[config.mk]
export PLATFORM = sky130hd
export DESIGN_NAME = soi_injector
export DESIGN_NICKNAME = d
export VERILOG_FILES = /design/src/rtl/soi_inject_pkg.sv /design/src/rtl/soi_cmd_fifo.sv /design/src/rtl/soi_injector.sv
export SDC_FILE = /design/constraint.sdc
export NUM_CORES = 1
export LEC_CHECK = 0
export CAP_MARGIN = 20
export CORE_MARGIN = 5
export CORE_UTILIZATION = 45
export CTS_BUF_LIST = sky130_fd_sc_hd__clkbuf_4 sky130_fd_sc_hd__clkbuf_8
export CTS_CLUSTER_DIAMETER = 80
export DETAILED_ROUTE_END_ITERATION = 6
export GPL_ROUTABILITY_DRIVEN = 0
export PLACE_DENSITY = 0.75
export SLEW_MARGIN = 20
export SYNTH_ARGS = -nofsm -noshare
export SYNTH_HDL_FRONTEND = slang
export SYNTH_HIERARCHICAL = 1
export SYNTH_SLANG_ARGS = --single-unit
[constraint.sdc]
create_clock -name clk -period 5.5 [get_ports clk]
set_clock_uncertainty 0.05 [all_clocks]
set_input_delay 1.375 -clock clk [delete_from_list [all_inputs] [get_ports clk]]
set_output_delay 1.375 -clock clk [all_outputs]
set_load 0.01 [all_outputs]
[src/rtl/soi_inject_pkg.sv]
// Shared types and wrap-safe due/late helpers for the SOI injector.
package soi_inject_pkg;

    localparam int SOI_DATA_W = 8;
    localparam int SOI_CYC_W  = 32;

    typedef struct packed {
        logic [SOI_DATA_W-1:0] data;
        logic [SOI_CYC_W-1:0]  cycle;
    } soi_cmd_t;

    typedef enum logic {
        S_IDLE,
        S_ARMED
    } soi_state_t;

    // Operands are zero-extended counter/target values of width w (< 64).
    function automatic logic is_due(input logic [63:0] count,
                                    input logic [63:0] target,
                                    input int unsigned w);
        logic [63:0] d;
        d = count - target;
        return ((d >> (w - 1)) & 64'd1) == 64'd0;
    endfunction

    function automatic logic is_late(input logic [63:0] count,
                                     input logic [63:0] target,
                                     input int unsigned w);
        logic [63:0] d;
        logic [63:0] mask;
        d    = count - target;
        mask = (w >= 64) ? '1 : ((64'd1 << w) - 64'd1);
        return is_due(count, target, w) && ((d & mask) != 64'd0);
    endfunction

endpackage

[src/rtl/soi_cmd_fifo.sv]
// Synchronous command FIFO with occupancy count; clr empties it on the next edge.
module soi_cmd_fifo
    import soi_inject_pkg::*;
#(
    parameter type T     = soi_cmd_t,
    parameter int  DEPTH = 4,
    localparam int AW    = $clog2(DEPTH)
) (
    input  logic        clk,
    input  logic        rst_n,
    input  logic        clr,
    input  logic        push,
    input  T            wr_data,
    input  logic        pop,
    output T            rd_data,
    output logic [AW:0] count,
    output logic        full,
    output logic        empty
);

    T              mem_q [DEPTH];
    logic [AW-1:0] wr_ptr_q;
    logic [AW-1:0] rd_ptr_q;
    logic [AW:0]   count_q;
    logic [AW:0]   count_d;
    logic          do_push;
    logic          do_pop;

    assign full    = (count_q == (AW+1)'(DEPTH));
    assign empty   = (count_q == '0);
    assign count   = count_q;
    assign rd_data = mem_q[rd_ptr_q];
    assign do_push = push && !full;
    assign do_pop  = pop && !empty;

    always_comb begin
        count_d = count_q;
        if (do_push && !do_pop) begin
            count_d = count_q + (AW+1)'(1);
        end else if (!do_push && do_pop) begin
            count_d = count_q - (AW+1)'(1);
        end
    end

    always_ff @(posedge clk) begin
        if (!rst_n || clr) begin
            wr_ptr_q <= '0;
            rd_ptr_q <= '0;
            count_q  <= '0;
        end else begin
            if (do_push) wr_ptr_q <= wr_ptr_q + AW'(1);
            if (do_pop)  rd_ptr_q <= rd_ptr_q + AW'(1);
            count_q <= count_d;
        end
    end

    // Storage needs no reset; occupancy alone defines validity.
    always_ff @(posedge clk) begin
        if (do_push && rst_n && !clr) begin
            mem_q[wr_ptr_q] <= wr_data;
        end
    end

endmodule

[src/rtl/soi_injector.sv]
// Applies queued (value, target cycle) commands to soi_out at cycle-exact times.
//   state   | meaning
//   S_IDLE  | arm register empty; pop the FIFO head when one is queued
//   S_ARMED | arm register holds the next command, waiting for its target cycle
module soi_injector
    import soi_inject_pkg::*;
#(
    parameter int              DATA_W    = SOI_DATA_W,
    parameter int              CYC_W     = SOI_CYC_W,
    parameter int              DEPTH     = 4,
    parameter logic [DATA_W-1:0] RESET_VAL = '0
) (
    input  logic              clk,
    input  logic              rst_n,
    input  logic              cmd_valid,
    output logic              cmd_ready,
    input  logic [DATA_W-1:0] cmd_data,
    input  logic [CYC_W-1:0]  cmd_cycle,
    input  logic              flush,
    output logic [DATA_W-1:0] soi_out,
    output logic              applied,
    output logic              late,
    output logic [CYC_W-1:0]  cycle_count,
    output logic              idle
);

    localparam int AW = $clog2(DEPTH);

    typedef struct packed {
        logic [DATA_W-1:0] data;
        logic [CYC_W-1:0]  cycle;
    } cmd_t;

    soi_state_t        state_q, state_d;
    cmd_t              arm_q, arm_d;
    logic [DATA_W-1:0] soi_q, soi_d;
    logic              applied_q, applied_d;
    logic              late_q, late_d;
    logic [CYC_W-1:0]  cycle_count_q;

    cmd_t              fifo_wr;
    cmd_t              fifo_rd;
    logic [AW:0]       fifo_count;
    logic              fifo_full;
    logic              fifo_empty;
    logic              fifo_push;
    logic              fifo_pop;
    logic              have_next;
    logic              due;
    logic              overdue;

    assign fifo_wr   = '{data: cmd_data, cycle: cmd_cycle};
    assign fifo_push = cmd_valid && !fifo_full && !flush;
    assign have_next = (fifo_count != '0);
    assign due       = is_due(64'(cycle_count_q), 64'(arm_q.cycle), CYC_W);
    assign overdue   = is_late(64'(cycle_count_q), 64'(arm_q.cycle), CYC_W);

    soi_cmd_fifo #(
        .T     (cmd_t),
        .DEPTH (DEPTH)
    ) u_fifo (
        .clk     (clk),
        .rst_n   (rst_n),
        .clr     (flush),
        .push    (fifo_push),
        .wr_data (fifo_wr),
        .pop     (fifo_pop),
        .rd_data (fifo_rd),
        .count   (fifo_count),
        .full    (fifo_full),
        .empty   (fifo_empty)
    );

    always_comb begin
        state_d   = state_q;
        arm_d     = arm_q;
        soi_d     = soi_q;
        applied_d = 1'b0;
        late_d    = 1'b0;
        fifo_pop  = 1'b0;
        // Flush wins over both an apply and a refill in the same cycle.
        if (flush) begin
            state_d = S_IDLE;
            arm_d   = '0;
        end else begin
            case (state_q)
                S_IDLE: begin
                    if (have_next) begin
                        fifo_pop = 1'b1;
                        arm_d    = fifo_rd;
                        state_d  = S_ARMED;
                    end
                end
                S_ARMED: begin
                    if (due) begin
                        soi_d     = arm_q.data;
                        applied_d = 1'b1;
                        late_d    = overdue;
                        if (have_next) begin
                            fifo_pop = 1'b1;
                            arm_d    = fifo_rd;
                        end else begin
                            state_d = S_IDLE;
                        end
                    end
                end
                default: state_d = S_IDLE;
            endcase
        end
    end

    always_ff @(posedge clk) begin
        if (!rst_n) begin
            state_q       <= S_IDLE;
            arm_q         <= '0;
            soi_q         <= RESET_VAL;
            applied_q     <= 1'b0;
            late_q        <= 1'b0;
            cycle_count_q <= '0;
        end else begin
            state_q       <= state_d;
            arm_q         <= arm_d;
            soi_q         <= soi_d;
            applied_q     <= applied_d;
            late_q        <= late_d;
            cycle_count_q <= cycle_count_q + CYC_W'(1);
        end
    end

    assign cmd_ready   = !fifo_full;
    assign idle        = fifo_empty && (state_q == S_IDLE);
    assign soi_out     = soi_q;
    assign applied     = applied_q;
    assign late        = late_q;
    assign cycle_count = cycle_count_q;

endmodule

After elaboration in Yosys (flattened, before gate mapping)
Memories as Yosys holds them, arrays and structs flattened. A register that Yosys moved wholly into a read port is not among the register bits. Cells that the tools add are included.

$add $sub $neg: 6. Equal/unequal tests: 2. Multiplexer cells: 16. Bitwise gates (word level): 4. Reductions and logical operators: 26.

Operators by type and width (number): two-way mux 40 bit (2); one-hot mux 40 bit (2 select lines) (1); zero test 64 bit (1); nonzero test 64 bit (1); adder 32 x 1 -> 32 bit (second input constant) (1); subtractor 32 bit (1); logical AND 1 bit (10); two-way mux 1 bit (7); zero test 1 bit (6); two-way mux 3 bit (2); adder 2 x 1 -> 2 bit (second input constant) (2); two-way mux 2 bit (2); NOT 1 bit (4); one-hot mux 1 bit (2 select lines) (2); OR reduction 4 bit (1); adder 3 x 1 -> 3 bit (second input constant) (1); == test 3 bit (second input constant) (1); zero test 3 bit (1); AND reduction 3 bit (1); nonzero test 3 bit (1); OR reduction 3 bit (1); subtractor 3 x 1 -> 3 bit (second input constant) (1); inequality test 2 x 1 -> 1 bit (second input constant) (1); nonzero test 2 bit (1); other kinds (2) (2).

Flip-flop bits (word level): 90. Memory bits (writable): 160. Input port bits: 44. Word-level logic and storage cells: 65. Memories kept: 1.

Memory list: u_fifo.mem_q (depth 4, bits a word 40, rd ports 1, clocked after Yosys merged registers in 1, write ports 1, line soi_cmd_fifo.sv:21) `T mem_q [DEPTH];`.

Longest topological paths before layout
Word-level depth: 9. Gate-level depth with buffers: 19. Mapped depth without buffers: 17.

Cells and area by module
The synthesis kept the hierarchy.

Modules (own cells, without submodules): soi_cmd_fifo (instances 1, cells each 258, area an instance 6304.8 um^2); soi_injector (instances 1, cells each 680, area an instance 5491.5 um^2).

Least setup slack after synthesis
OpenSTA, ideal clock, no wires.

Path type: register -> register. Start point: register cycle_count_q[10], in the netlist cycle_count[10]. End point: register u_fifo.count_q[2], in the netlist u_fifo/count[2]. Setup time: 0.070 ns. Arrival: 3.876 ns. Data required time: 5.380 ns. Setup slack: 1.504 ns. Cell stages (with the launch flop): 18. Buffers on the path: 1. Path through: dfxtp_1 -> ha_1 -> a21oi_2 -> o21ai_0 -> a311oi_1 -> a31oi_1 -> a221oi_1 -> xnor2_1 -> a21oi_2 -> buf_4 -> nor2b_1 -> o31ai_2 -> ha_1 -> inv_1 -> fa_1 -> xor2_1 -> or3_1 -> a21oi_1.

Word-level cells in the longest chain between the ends: 9. Elaborated cells between the ends (all ways): 11. Classes of those cells: add/sub: 1; mux: 4; reduce/logical: 6.

RTL lines: from (decl) (line soi_injector.sv:39) `logic [CYC_W-1:0] cycle_count_q;`; from (signal assigned) (line soi_injector.sv:126) `cycle_count_q <= cycle_count_q + CYC_W'(1);`; subtractor 32 bit * (line soi_inject_pkg.sv:22) `d = count - target;`; zero test 64 bit * (line soi_inject_pkg.sv:23) `return ((d >> (w - 1)) & 64'd1) == 64'd0;`; two-way mux 1 bit * (line soi_injector.sv:95) `if (due) begin`; one-hot mux 1 bit (2 select lines) * (line soi_injector.sv:86) `case (state_q)`; two-way mux 1 bit * (line soi_injector.sv:82) `if (flush) begin`; via fifo_pop (line soi_injector.sv:47) `logic fifo_pop;`; logical AND 1 bit * (line soi_cmd_fifo.sv:34) `assign do_pop = pop && !empty;`; zero test 1 bit (line soi_cmd_fifo.sv:38) `if (do_push && !do_pop) begin`; logical AND 1 bit (line soi_cmd_fifo.sv:38); two-way mux 3 bit or nonzero test 2 bit (tied branches); to (signal assigned) (line soi_cmd_fifo.sv:53) `count_q <= count_d;`; to (decl) (line soi_cmd_fifo.sv:24) `logic [AW:0] count_q;`.

The timed path passes the listed nets; every way through them passes the cells marked *. A chain may end at the register's enable or synchronous reset.

Worst setup path after layout
Start point: register cycle_count_q[13], in the netlist cycle_count[13]. End point: register u_fifo.count_q[2], in the netlist u_fifo/count[2].

The elaborated chain is that of the path after synthesis.

==> flow_summary.json <==
{
  "status": "finished, final reports clean",
  "leakage_nw": 4.779,
  "synth_edf_count": 160,
  "cts_buffers": 41,
  "ys_top_cells_by_count": "edfxtp_1, dfxtp_1, nor2_1",
  "cts.htree.levels": 2,
  "grt_usage": 0.1723,
  "worst_pin_slew_ps": 1050,
  "ys_ff_latch": 252,
  "avgSynthCellArea_sq_um": 12.58,
  "cts_resized": 0,
  "worstPathRequired_ps": 5910,
  "cts_tree": "yes",
  "synth_flop_cell": "edfxtp_1",
  "p_int_w": 0.003170,
  "crit_type": "flip-flop to flip-flop",
  "drv_cap": 0,
  "grt_max_degree": 43,
  "power_frac_comb": 0.096,
  "clk_pin_slew_ps": 60,
  "use_met3": 0.03292,
  "critPathMaxFanout": 12,
  "period_minus_slack_ps": 4332,
  "syn_area_sq_um": 11800,
  "end_kind": "flip-flop",
  "hold_class": "flip-flop to flip-flop",
  "period_share": 0.7877,
  "fin_nets": 1123,
  "die_x_microns": 171.9,
  "clk_latency_ps": 550,
  "syn_inst": 938,
  "synth_area_leaders": "edfxtp_1, dfxtp_1, mux4_2",
  "yosysMostFrequentCell": "edfxtp_1",
  "ys_seq_area_frac": 0.5634,
  "root_buffer": "clkbuf_8",
  "post_cts_buffers": 0,
  "hold_viol": 0,
  "rows": 59,
  "first_iter_violations": 597,
  "core_area_sq_um": 25910,
  "met2_usage": 0.2848,
  "fillCellCount": 2156,
  "yosysTopAreaCell": "edfxtp_1",
  "dp_hpwl_microns": 17740,
  "fin_ws_ps": 1168,
  "total_power_w": 0.004130,
  "routed_wl_microns": 25530,
  "yosys_warnings": 6,
  "switching_share": 0.2323,
  "gr-total-overflow": 0,
  "layout-drive-gt1-share": 0.1351,
  "drt_pass1_iterations": 5,
  "vias": 7721,
  "preCtsSetupSlack_ps": 1201,
  "final_max_slew_viol_count": 0,
  "ir_worst_vdd_mv": 0.1962,
  "finalSetupTns_ps": 0,
  "cp_data_arrival_time_ps": 4740,
  "start_kind": "flip-flop",
  "top_usage_layer": "met2",
  "async_reset_ff_frac": 0,
  "post_drt_wl_per_cell_microns": 18.13,
  "holdWs_ps": 440.9,
  "p_per_area_nw_per_um2": 299.3,
  "synth_top_area_frac": 0.4073,
  "fp.dieH_microns": 171.9,
  "pwr-share-clk": 0.409,
  "antenna_found_initial": 0,
  "syn_nets": 1021,
  "routed_via_density": 5.484,
  "fmax_mhz": 230.8,
  "cts_buffer_depth": 3,
  "p_seq_frac": 0.494,
  "ant_nets": 0,
  "die_area_sq_um": 29550,
  "clock_sink_count": 252,
  "slew_headroom": 0.2999,
  "synth.distinct_cells": 71,
  "groute.layer.met1.usage": 0.2296,
  "rsz0062_at_grt": "false",
  "setup_viol": 0,
  "io_buffers": 87,
  "holdBufCountCts": 0,
  "antenna_cells": 0,
  "grt_pass1_wl_microns": 40610,
  "syn_to_final_growth_pct": 16.96,
  "p_sw_w": 0.0009596,
  "drc": 0,
  "initial_core_util": 0.4553,
  "pin_count": 88,
  "grt_pass1_vias": 7713
}
[path summary, 6_finish.rpt]
path / from / to / slack (ps) / depth (start not counted)
setup / recovery: cycle_count[13] / u_fifo/count[2] / 1170 / 16
setup reg to reg: cycle_count[13] / u_fifo/count[2] / 1170 / 16
hold reg to reg: arm_q[16] / arm_q[16] / 440 / 2
hold / removal: arm_q[16] / arm_q[16] / 440 / 2
[placed cells by master, fill, tap and decap left out, drive strengths merged, types with 3 or more instances in the layout]
cell type	count
a31oi	5
clkdlybuf4s50	87
edfxtp	160
xor2	14
nor3b	6
nand2b	8
or4	3
nor2b	15
a21boi	9
o211ai	11
o211a	3
clkbuf	59
and2	26
or3	12
clkinv	14
inv	50
dfxtp	92
nand3	21
nor3	19
mux2i	52
nor4	3
nand4	14
and3	12
xnor2	22
o22ai	3
nor2	77
a221oi	3
ha	37
buf	9
and4	3
o31ai	3
mux4	40
a21oi	42
mux2	3
a211oi	7
o21ai	42
nand2	48
a21o	6
o21a	5
[through the flow]
step | std cells | cell area, sq um | utilization
after floorplan | 938 | 11800 | -
after global placement | 1332 | 12920 | 0.4985
after detailed placement | 1332 | 12920 | 0.4985
after CTS | 1408 | 13800 | 0.5325
after global routing | 1408 | 13800 | 0.5325
final | 1408 | 13800 | 0.5325
[layer usage]
layer  routed length, microns  part of all wire  up-vias
met5                        0                 0        -
met4                      742             0.029        0
met3                     1482             0.058       54
met2                    12300              0.48      231
met1                    11010              0.43     3715
li1                         -                 -     3721
[critical path, cell delays in order (launching register included)]
cell	delay, ps
dfxtp_1	430
ha_1	380
a21oi_1	320
a21boi_0	140
a311oi_1	340
a31oi_1	180
a221oi_1	410
xnor2_1	370
a21oi_4	110
nor2b_1	170
o31ai_2	90
ha_1	230
inv_1	60
fa_1	370
xor2_1	160
or3_1	300
a21oi_1	130
[cells by family (layout without fill, tap and decap cells)]
group | Yosys count | count (layout) | share of synthesized area
xor+xnor | 36 | 36 | 0.02673
flops | 252 | 252 | 0.5634
buf+inv | 86 | 221 | 0.03702
mux | 95 | 95 | 0.1234
fa+ha+maj | 39 | 39 | 0.04264
compound gates | 157 | 157 | 0.08676
simple gates | 273 | 273 | 0.1201
[flip-flops by register name (all words and copies together), names as in the netlist, named ones only]
name,flops
u_fifo/mem_q,160
arm_q,40
cycle_count,32
soi_out,8
u_fifo/wr_ptr_q,2
late,1
state_q,1
u_fifo/count,3
u_fifo/rd_ptr_q,2
applied,1
[power by group through the flow]
stage                     Sequential [W]  Combinational, W  Clock (W)
after floorplan                  0.00208          0.000276          0
after global placement           0.00208          0.000387          0
after detailed placement         0.00208          0.000393          0
after CTS                        0.00204          0.000395    0.00175
after global routing             0.00204          0.000434    0.00183
final                            0.00204          0.000398    0.00169
[cell type report]
| cell class | count | area [sq um] | area share |
|---|---|---|---|
| inverter | 49 | 183.9 | 0.01333 |
| sequential | 252 | 6649 | 0.4819 |
| clock inverter | 17 | 150.1 | 0.01088 |
| tap | 335 | 419.2 | 0.03038 |
| clock buffer | 59 | 730.7 | 0.05296 |
| timing repair buffer | 96 | 938.4 | 0.06801 |
| multi-input combinational | 600 | 4726 | 0.3425 |
(Power assumes the default switching activity.)
